[src/rtl/csc_rgb_ycbcr_stream_if.sv]
// Pixel stream bundle: valid/ready handshake, three colour components,
// frame coordinates, side-band address and the colour-conversion mode.
interface csc_rgb_ycbcr_stream_if #(
  parameter int BIT_WIDTH = 8,
  parameter int V_BITW    = 9,
  parameter int H_BITW    = 10,
  parameter int ADDR_BITW = 21
);
  logic                 valid;
  logic                 ready;
  logic [BIT_WIDTH-1:0] c0;
  logic [BIT_WIDTH-1:0] c1;
  logic [BIT_WIDTH-1:0] c2;
  logic [V_BITW-1:0]    vcnt;
  logic [H_BITW-1:0]    hcnt;
  logic [ADDR_BITW-1:0] addr;
  logic [1:0]           mode;

  modport master (output valid, c0, c1, c2, vcnt, hcnt, addr, mode, input ready);
  modport slave  (input valid, c0, c1, c2, vcnt, hcnt, addr, mode, output ready);
endinterface

[src/rtl/csc_rgb_ycbcr_stream.sv]
// Four-stage streaming RGB->YCbCr converter (BT.709 / BT.601 full range, or RGB bypass)
// with a global valid/ready stall and frame-aligned mode latching.
module csc_rgb_ycbcr_stream #(
  parameter int BIT_WIDTH    = 8,
  parameter int FRAC_BITW    = 10,
  parameter int FRAME_HEIGHT = 480,
  parameter int FRAME_WIDTH  = 640,
  parameter int ADDR_BITW    = 21
) (
  input logic                        clk,
  input logic                        rst,
  csc_rgb_ycbcr_stream_if.slave      i_pix,
  csc_rgb_ycbcr_stream_if.master     o_pix
);
  localparam int V_BITW = $clog2(FRAME_HEIGHT);
  localparam int H_BITW = $clog2(FRAME_WIDTH);
  localparam int CW     = BIT_WIDTH + FRAC_BITW + 3;

  // Weights are given in millionths; rounds half away from zero.
  function automatic logic signed [CW-1:0] f_coef(input longint w_e6);
    longint m;
    longint q;
    m = w_e6 * (longint'(1) <<< FRAC_BITW);
    if (m >= 0) q = (m + 64'sd500000) / 64'sd1000000;
    else        q = -((-m + 64'sd500000) / 64'sd1000000);
    return q[CW-1:0];
  endfunction

  localparam logic signed [CW-1:0] K709 [9] = '{
    f_coef(212600),  f_coef(715200),  f_coef(72200),
    f_coef(-114572), f_coef(-385428), f_coef(500000),
    f_coef(500000),  f_coef(-454153), f_coef(-45847)};
  localparam logic signed [CW-1:0] K601 [9] = '{
    f_coef(299000),  f_coef(587000),  f_coef(114000),
    f_coef(-168736), f_coef(-331264), f_coef(500000),
    f_coef(500000),  f_coef(-418688), f_coef(-81312)};

  localparam logic signed [CW-1:0] ONE  = 1;
  localparam logic signed [CW-1:0] BIAS = CW'(2 ** (BIT_WIDTH - 1));
  localparam logic signed [CW-1:0] MAXV = CW'(2 ** BIT_WIDTH - 1);

  function automatic logic [BIT_WIDTH-1:0] f_finish(input logic signed [CW-1:0] s,
                                                    input logic bias);
    logic signed [CW-1:0] v;
    v = ((s >>> (FRAC_BITW - 1)) + ONE) >>> 1;
    if (bias) v = v + BIAS;
    if (v < 0)    return '0;
    if (v > MAXV) return '1;
    return v[BIT_WIDTH-1:0];
  endfunction

  logic [1:0]            r_active_mode;
  logic                  r_s1_valid, r_s2_valid, r_s3_valid, r_s4_valid;
  logic [BIT_WIDTH-1:0]  r_s1_c [3];
  logic [BIT_WIDTH-1:0]  r_s2_c [3];
  logic [BIT_WIDTH-1:0]  r_s3_c [3];
  logic [BIT_WIDTH-1:0]  r_s4_c [3];
  logic [V_BITW-1:0]     r_s1_v, r_s2_v, r_s3_v, r_s4_v;
  logic [H_BITW-1:0]     r_s1_h, r_s2_h, r_s3_h, r_s4_h;
  logic [ADDR_BITW-1:0]  r_s1_a, r_s2_a, r_s3_a, r_s4_a;
  logic [1:0]            r_s1_m, r_s2_m, r_s3_m, r_s4_m;
  logic signed [CW-1:0]  r_s2_p [9];
  logic signed [CW-1:0]  r_s3_sum [3];

  logic                  w_adv;
  logic                  w_sof;
  logic [1:0]            w_mode_in;
  logic signed [CW-1:0]  w_ext  [3];
  logic signed [CW-1:0]  w_k    [9];
  logic signed [CW-1:0]  w_prod [9];
  logic [BIT_WIDTH-1:0]  w_res  [3];

  assign w_adv       = o_pix.ready | ~r_s4_valid;
  assign i_pix.ready = w_adv;
  assign w_sof       = i_pix.valid & w_adv & (i_pix.vcnt == '0) & (i_pix.hcnt == '0);
  // The frame-start pixel itself already uses the newly requested mode.
  assign w_mode_in   = w_sof ? i_pix.mode : r_active_mode;

  always_comb begin
    for (int j = 0; j < 3; j++) w_ext[j] = {{(CW-BIT_WIDTH){1'b0}}, r_s1_c[j]};
    for (int i = 0; i < 9; i++) begin
      w_k[i]    = (r_s1_m == 2'd1) ? K601[i] : K709[i];
      w_prod[i] = w_ext[i % 3] * w_k[i];
    end
    for (int j = 0; j < 3; j++)
      w_res[j] = r_s3_m[1] ? r_s3_c[j] : f_finish(r_s3_sum[j], j != 0);
  end

  always_ff @(posedge clk or posedge rst) begin
    if (rst) begin
      r_active_mode <= 2'd0;
      r_s1_valid <= 1'b0; r_s2_valid <= 1'b0; r_s3_valid <= 1'b0; r_s4_valid <= 1'b0;
      for (int j = 0; j < 3; j++) begin
        r_s1_c[j] <= '0; r_s2_c[j] <= '0; r_s3_c[j] <= '0; r_s4_c[j] <= '0;
        r_s3_sum[j] <= '0;
      end
      for (int i = 0; i < 9; i++) r_s2_p[i] <= '0;
      r_s1_v <= '0; r_s2_v <= '0; r_s3_v <= '0; r_s4_v <= '0;
      r_s1_h <= '0; r_s2_h <= '0; r_s3_h <= '0; r_s4_h <= '0;
      r_s1_a <= '0; r_s2_a <= '0; r_s3_a <= '0; r_s4_a <= '0;
      r_s1_m <= '0; r_s2_m <= '0; r_s3_m <= '0; r_s4_m <= '0;
    end else begin
      if (w_sof) r_active_mode <= i_pix.mode;
      if (w_adv) begin
        r_s1_valid <= i_pix.valid;
        r_s1_c[0]  <= i_pix.c0;
        r_s1_c[1]  <= i_pix.c1;
        r_s1_c[2]  <= i_pix.c2;
        r_s1_v     <= i_pix.vcnt;
        r_s1_h     <= i_pix.hcnt;
        r_s1_a     <= i_pix.addr;
        r_s1_m     <= w_mode_in;

        r_s2_valid <= r_s1_valid;
        for (int i = 0; i < 9; i++) r_s2_p[i] <= w_prod[i];
        r_s2_c <= r_s1_c; r_s2_v <= r_s1_v; r_s2_h <= r_s1_h; r_s2_a <= r_s1_a; r_s2_m <= r_s1_m;

        r_s3_valid <= r_s2_valid;
        for (int j = 0; j < 3; j++)
          r_s3_sum[j] <= r_s2_p[3*j] + r_s2_p[3*j+1] + r_s2_p[3*j+2];
        r_s3_c <= r_s2_c; r_s3_v <= r_s2_v; r_s3_h <= r_s2_h; r_s3_a <= r_s2_a; r_s3_m <= r_s2_m;

        r_s4_valid <= r_s3_valid;
        r_s4_c <= w_res; r_s4_v <= r_s3_v; r_s4_h <= r_s3_h; r_s4_a <= r_s3_a; r_s4_m <= r_s3_m;
      end
    end
  end

  assign o_pix.valid = r_s4_valid;
  assign o_pix.c0    = r_s4_c[0];
  assign o_pix.c1    = r_s4_c[1];
  assign o_pix.c2    = r_s4_c[2];
  assign o_pix.vcnt  = r_s4_v;
  assign o_pix.hcnt  = r_s4_h;
  assign o_pix.addr  = r_s4_a;
  assign o_pix.mode  = r_s4_m;

endmodule

[src/flat_wrapper.sv]
// flat-port wrapper written by rule: the top's interface ports become plain ports
module csc_rgb_ycbcr_stream_flat 
#(
  parameter int BIT_WIDTH    = 8,
  parameter int FRAC_BITW    = 10,
  parameter int FRAME_HEIGHT = 480,
  parameter int FRAME_WIDTH  = 640,
  parameter int ADDR_BITW    = 21
)
  (clk, rst, i_pix_valid, i_pix_c0, i_pix_c1, i_pix_c2, i_pix_vcnt, i_pix_hcnt, i_pix_addr, i_pix_mode, i_pix_ready, o_pix_valid, o_pix_c0, o_pix_c1, o_pix_c2, o_pix_vcnt, o_pix_hcnt, o_pix_addr, o_pix_mode, o_pix_ready);
  csc_rgb_ycbcr_stream_if #(.BIT_WIDTH(BIT_WIDTH), .V_BITW(9), .H_BITW(10), .ADDR_BITW(ADDR_BITW)) i_pix_i ();
  csc_rgb_ycbcr_stream_if #(.BIT_WIDTH(BIT_WIDTH), .V_BITW(9), .H_BITW(10), .ADDR_BITW(ADDR_BITW)) o_pix_i ();
  input logic clk;
  input logic rst;
  input wire logic [$bits(i_pix_i.valid)-1:0] i_pix_valid;
  input wire logic [$bits(i_pix_i.c0)-1:0] i_pix_c0;
  input wire logic [$bits(i_pix_i.c1)-1:0] i_pix_c1;
  input wire logic [$bits(i_pix_i.c2)-1:0] i_pix_c2;
  input wire logic [$bits(i_pix_i.vcnt)-1:0] i_pix_vcnt;
  input wire logic [$bits(i_pix_i.hcnt)-1:0] i_pix_hcnt;
  input wire logic [$bits(i_pix_i.addr)-1:0] i_pix_addr;
  input wire logic [$bits(i_pix_i.mode)-1:0] i_pix_mode;
  output wire logic [$bits(i_pix_i.ready)-1:0] i_pix_ready;
  output wire logic [$bits(o_pix_i.valid)-1:0] o_pix_valid;
  output wire logic [$bits(o_pix_i.c0)-1:0] o_pix_c0;
  output wire logic [$bits(o_pix_i.c1)-1:0] o_pix_c1;
  output wire logic [$bits(o_pix_i.c2)-1:0] o_pix_c2;
  output wire logic [$bits(o_pix_i.vcnt)-1:0] o_pix_vcnt;
  output wire logic [$bits(o_pix_i.hcnt)-1:0] o_pix_hcnt;
  output wire logic [$bits(o_pix_i.addr)-1:0] o_pix_addr;
  output wire logic [$bits(o_pix_i.mode)-1:0] o_pix_mode;
  input wire logic [$bits(o_pix_i.ready)-1:0] o_pix_ready;
  assign i_pix_i.valid = i_pix_valid;
  assign i_pix_i.c0 = i_pix_c0;
  assign i_pix_i.c1 = i_pix_c1;
  assign i_pix_i.c2 = i_pix_c2;
  assign i_pix_i.vcnt = i_pix_vcnt;
  assign i_pix_i.hcnt = i_pix_hcnt;
  assign i_pix_i.addr = i_pix_addr;
  assign i_pix_i.mode = i_pix_mode;
  assign i_pix_ready = i_pix_i.ready;
  assign o_pix_valid = o_pix_i.valid;
  assign o_pix_c0 = o_pix_i.c0;
  assign o_pix_c1 = o_pix_i.c1;
  assign o_pix_c2 = o_pix_i.c2;
  assign o_pix_vcnt = o_pix_i.vcnt;
  assign o_pix_hcnt = o_pix_i.hcnt;
  assign o_pix_addr = o_pix_i.addr;
  assign o_pix_mode = o_pix_i.mode;
  assign o_pix_i.ready = o_pix_ready;
  csc_rgb_ycbcr_stream #(.BIT_WIDTH(BIT_WIDTH), .FRAC_BITW(FRAC_BITW), .FRAME_HEIGHT(FRAME_HEIGHT), .FRAME_WIDTH(FRAME_WIDTH), .ADDR_BITW(ADDR_BITW)) u_core (.clk(clk), .rst(rst), .i_pix(i_pix_i), .o_pix(o_pix_i));
endmodule
[config.mk]
export PLATFORM = sky130hd
export DESIGN_NAME = csc_rgb_ycbcr_stream_flat
export DESIGN_NICKNAME = d
export VERILOG_FILES = /design/src/rtl/csc_rgb_ycbcr_stream_if.sv /design/src/rtl/csc_rgb_ycbcr_stream.sv /design/src/flat_wrapper.sv
export SDC_FILE = /design/constraint.sdc
export NUM_CORES = 2
export LEC_CHECK = 0
export ABC_AREA = 1
export CORE_ASPECT_RATIO = 1.1
export CORE_MARGIN = 5
export CORE_UTILIZATION = 60
export CTS_CLUSTER_DIAMETER = 120
export CTS_CLUSTER_SIZE = 24
export DETAILED_ROUTE_END_ITERATION = 8
export DONT_BUFFER_PORTS = 1
export MAX_ROUTING_LAYER = met4
export PLACE_DENSITY = 0.75
export SLEW_MARGIN = 0
export SYNTH_ARGS = -nofsm -noshare
export SYNTH_HDL_FRONTEND = slang
export SYNTH_SLANG_ARGS = --single-unit
[constraint.sdc]
create_clock -name clk -period 35.4 [get_ports clk]
set_clock_uncertainty 0.05 [all_clocks]
set_input_delay 10.62 -clock clk [delete_from_list [all_inputs] [get_ports clk]]
set_output_delay 10.62 -clock clk [all_outputs]
set_load 0.02 [all_outputs]
=== Yosys cells after proc, flatten, opt, wreduce, memory -nomap -nowiden ===
Index checks and enable logic that the tools add are counted.

* Bits of input ports: 70
* Word-level logic and storage cells: 107
* Output and inout bits: 68
* Bits in registers: 480

* Add/subtract/negate cells: 11
* Bitwise gates (word level): 5
* Eq/ne operators: 1
* Reductions and logical operators: 2
* Order comparisons: 6
* Multiplexer cells: 32
* Multiply operators: 7

{| class="wikitable"
|+ Operators with widths
! kind !! number
|-
| multiplier 9 x 21 -> 21 bit || 7
|-
| 2-to-1 mux 8 bit || 18
|-
| adder 21 bit || 4
|-
| greater-than comparator 21 x 9 -> 1 bit, second input constant || 2
|-
| < comparator 21 x 1 -> 1 bit, second input constant || 2
|-
| adder 12 x 2 -> 13 bit, second input constant || 3
|-
| adder 12 x 9 -> 13 bit, second input constant || 2
|-
| adder 18 x 21 -> 21 bit || 1
|-
| adder 21 x 18 -> 21 bit || 1
|-
| 2-to-1 mux 7 bit || 2
|-
| greater-than comparator 12 x 9 -> 1 bit, second input constant || 1
|-
| < comparator 12 x 1 -> 1 bit, second input constant || 1
|-
| zero test 10 bit || 1
|-
| zero test 9 bit || 1
|-
| 2-to-1 mux 1 bit || 9
|-
| 2-to-1 mux 9 bit || 1
|-
| 2-to-1 mux 6 bit || 1
|-
| bitwise AND 1 bit || 3
|-
| equality test 2 x 1 -> 1 bit, second input constant || 1
|-
| 2-to-1 mux 2 bit || 1
|-
| inverter 1 bit || 1
|-
| bitwise OR 1 bit || 1
|}

=== Depth between registers and ports, before layout ===
* Depth after elaboration: 8
* Mapped depth: 30
* Gate-level depth less buffers: 29

=== Worst setup path before layout ===
Ideal clock, no wire load.

* Kind: input port to output port
* Start point: in o_pix_ready
* End point: out i_pix_ready
* Slack: 13.046 ns
* Buffers on the path: 3
* Cell stages on the path: 5
* Arrival: 11.684 ns
* Data required time: 24.730 ns
* Cell sequence: nor2_1 inv_1 buf_2 clkbuf_1 clkbuf_1

* Longest elaborated chain between the ends: 1

{| class="wikitable"
|+ Ends and longest elaborated chain
! element !! line !! text
|-
| start, declared || flat_wrapper.sv:32 || <nowiki>input wire logic [$bits(o_pix_i.ready)-1:0] o_pix_ready;</nowiki>
|-
| bitwise OR 1 bit || csc_rgb_ycbcr_stream.sv:73 || <nowiki>assign w_adv = o_pix.ready | ~r_s4_valid;</nowiki>
|-
| end, declared || flat_wrapper.sv:23 || <nowiki>output wire logic [$bits(i_pix_i.ready)-1:0] i_pix_ready;</nowiki>
|}

No other way between the ends.

=== Worst setup path after layout ===
Same ends and word-level chain as after synthesis.

==> metrics <==
most area-consuming cells after synthesis dfrtp_1 32%, fa_1 15%, ha_1 14%; Crit. End Element primary output; WL final 80600 µm; htree depth 1; Syn Area/Cell 8.18 µm²; Final Max Tran Viols 0; worst r2r src u_core.r_s1_m[1]$_DFFE_PP0N_; Worst Path Max Fanout 110; die width 238 µm; achievable frequency 0.0451 GHz; Post-CTS Resized 0; Final Setup Violations 0; clk root buf clkbuf_16; synthesized flop and latch total 436; total core area 56200 µm²; Layout Utilization 0.631; arrival time at the worst endpoint 11.51 ns; max cap viols 0; # hold bufs at CTS 0; Initial Utilization 0.607; Die Area 61800 µm²; total gr overflow 0; Syn. warnings 0; area share of the largest cell type after synthesis 0.319; PortBufs 0; share of post-route cells with drive strength above 1 0.0269; worst slew pin tran 1.02 ns; gp weighted congestion 0.957; clock-pin slew of the registers on the worst-case setup and hold paths 0.09 ns; post-route ant nets 0; clk_lat worst skew 0.58 ns; Area growth, synth to finish 3.92%; RSZ-0062 raised after global routing false; Main synth FF type dfrtp_1; pin count of the biggest net entering global routing 223; complex-gate fraction of the synthesized area 0.0857; CTS Buffer Depth 3; simple logic cell fraction of the synthesized area 0.203; Post-synth ARST share 1.00; R2R Setup Slk 29.62 ns; crit path time final 22.18 ns; Synth cell types 54; Sink Count 436; critical path required time 24.73 ns; worst min-delay path endpoint u_core.o_pix.valid$_DFFE_PP0N_; crit path kind in -> out; DP HPWL 63800 µm; total number of vias 26100; GRT Util Overall 0.273; global-route wire length before repair 133000 µm; count of final hold-check violations 0; final std cells w/o fill 4872; vias in the first global route 25700; Hold WC Path Type reg -> reg; adder and majority gate portion of the synthesized area 0.284; FF/Latch Area 10900 µm²; TNS Setup 0 ns; hold path startpoint u_core.r_s3_valid$_DFFE_PP0N_; Register-to-Register Path Depth 27; Mapped Area 34200 µm²; Setup Buffers After CTS 0; number of fill cells 4912; Die Y 260 µm; residual DRC count 0; synthesized netlist cell count 4177; DRT iter0 DRCs 1881; post-synthesis sequential area ratio 0.319; Worst Hold Depth 2; R2R Path End u_core.r_s2_p[102]$_DFFE_PP0N_; initial antenna violation count 7; Slew HR 0.317; Multi-input gate area 20300 µm²; CP Launch Type input pin; total CTS buffers 22; DRT Pass-1 Iters 5; Final Cycle Share 0.627; status completed; XOR/XNOR Fraction of Synth Area 0.0179; proportion of synthesized area in mux cells 0.000659; Via density 5.35; largest family of logic cells by synthesized area adder cells; Nets 4820; num rows 91; top-level I/O count 138; dpl cells 4843; post-synth top area cell dfrtp_1; Post-synth EDFFs 0; drt wl/cell 16.6 µm; CTS tree built
[cell families (layout without fill, tap and decap cells)]
| family | count (synthesis) | after routing |
|---|---|---|
| compound gates | 532 | 532 |
| xor+xnor | 67 | 67 |
| fa+ha+maj | 627 | 627 |
| buf+inv | 802 | 726 |
| flops | 436 | 436 |
| mux | 2 | 2 |
| other cells | 2 | 29 |
| simple gates | 1709 | 1709 |
[cells in the final DEF, fill, tap and decap left out, types with 4 or more instances in the layout]
cell / synthesis / routed
a211oi_1: 6 / 6
a21boi_0: 5 / 5
a21o_1: 11 / 11
a21oi_1: 154 / 154
a31oi_1: 25 / 25
buf_4: 0 / 14
clkbuf_16: 0 / 23
conb_1: 2 / 26
dfrtp_1: 436 / 436
fa_1: 249 / 249
ha_1: 378 / 378
inv_1: 677 / 675
inv_2: 6 / 6
nand2_1: 1254 / 1254
nand2_2: 7 / 7
nand3_1: 140 / 140
nand4_1: 33 / 33
nor2_1: 197 / 195
nor2_2: 6 / 7
nor2_4: 3 / 4
nor3_1: 26 / 26
nor4_1: 4 / 4
o211ai_1: 10 / 10
o21a_1: 10 / 10
o21ai_0: 261 / 261
o21ai_1: 9 / 9
o21bai_1: 14 / 14
o31ai_1: 13 / 13
or2_2: 24 / 24
xnor2_1: 26 / 26
xor2_1: 39 / 39
[registers in the layout, summed over array words and instances, names as in the netlist, 10 cells and up]
register / count
u_core.r_s3_h: 10
u_core.r_s1_a: 21
u_core.r_s1_h: 10
u_core.r_s2_c: 18
u_core.r_s3_sum: 36
u_core.r_s2_p: 136
u_core.r_s1_c: 24
u_core.r_s2_a: 21
u_core.r_s2_h: 10
u_core.o_pix.hcnt: 10
u_core.r_s3_a: 21
u_core.o_pix.addr: 21
u_core.r_s3_c: 24
[worst max-delay path by stage]
| stage | from | to | slack, ns | depth (start not counted) |
|---|---|---|---|---|
| 6_report | o_pix_ready | i_pix_ready | 13.22 | 3 |
| 5_1_grt | o_pix_ready | i_pix_ready | 13.13 | 3 |
| 4_1_cts | o_pix_ready | i_pix_ready | 13.23 | 3 |
| 3_5_place_dp | o_pix_ready | i_pix_ready | 13.24 | 3 |
| 3_3_place_gp | o_pix_ready | i_pix_ready | 13.24 | 3 |
| 2_1_floorplan | rst | u_core.o_pix.addr[0]$_DFFE_PP0N_ | 12.58 | 1 |
[synthesized netlist by cell type (all sizes together), types with 4 or more instances]
library cell / instances
nand2: 1262
inv: 683
dfrtp: 436
ha: 378
o21ai: 271
fa: 249
nor2: 207
a21oi: 155
nand3: 145
clkbuf: 112
xor2: 41
nand4: 35
nor3: 27
a31oi: 26
xnor2: 26
or2: 24
o21bai: 14
o31ai: 13
a21o: 11
o211ai: 10
o21a: 10
a211oi: 6
a21boi: 5
buf: 5
nor4: 4
[final cells by class]
type,count,area share
clock buffers,24,0.0163
clock inverters,2,0.000705
repair buffers,15,0.00352
diodes,3,0.000211
well taps,744,0.0262
inverters,685,0.0729
flip-flops and latches,436,0.307
multi-input cells,2963,0.573
[through the flow]
step	setup WS, ns	instance area [µm²]	hold WS [ns]
after detailed placement	13.24	34900	0.381
after CTS	13.23	35500	0.405
final	13.22	35500	0.403
after floorplan	12.58	34300	0.370
after global placement	13.24	34900	0.381
after global routing	13.13	35500	0.437
[critical path: stages]
cell	delay (ns)
nor2_4	0.07
buf_4	0.41
inv_8	0.34
[layer usage]
metal | up-vias | track usage | part of all wire
met1 | 12400 | 0.371 | 0.44
met5 | - | - | 0
li1 | 12900 | - | -
met3 | 143 | 0.0333 | 0.053
met2 | 629 | 0.433 | 0.46
met4 | 0 | 0.0906 | 0.042
Power is not shown: default switching activity piles up to over one toggle a cycle in this logic, so the estimate is an artifact.
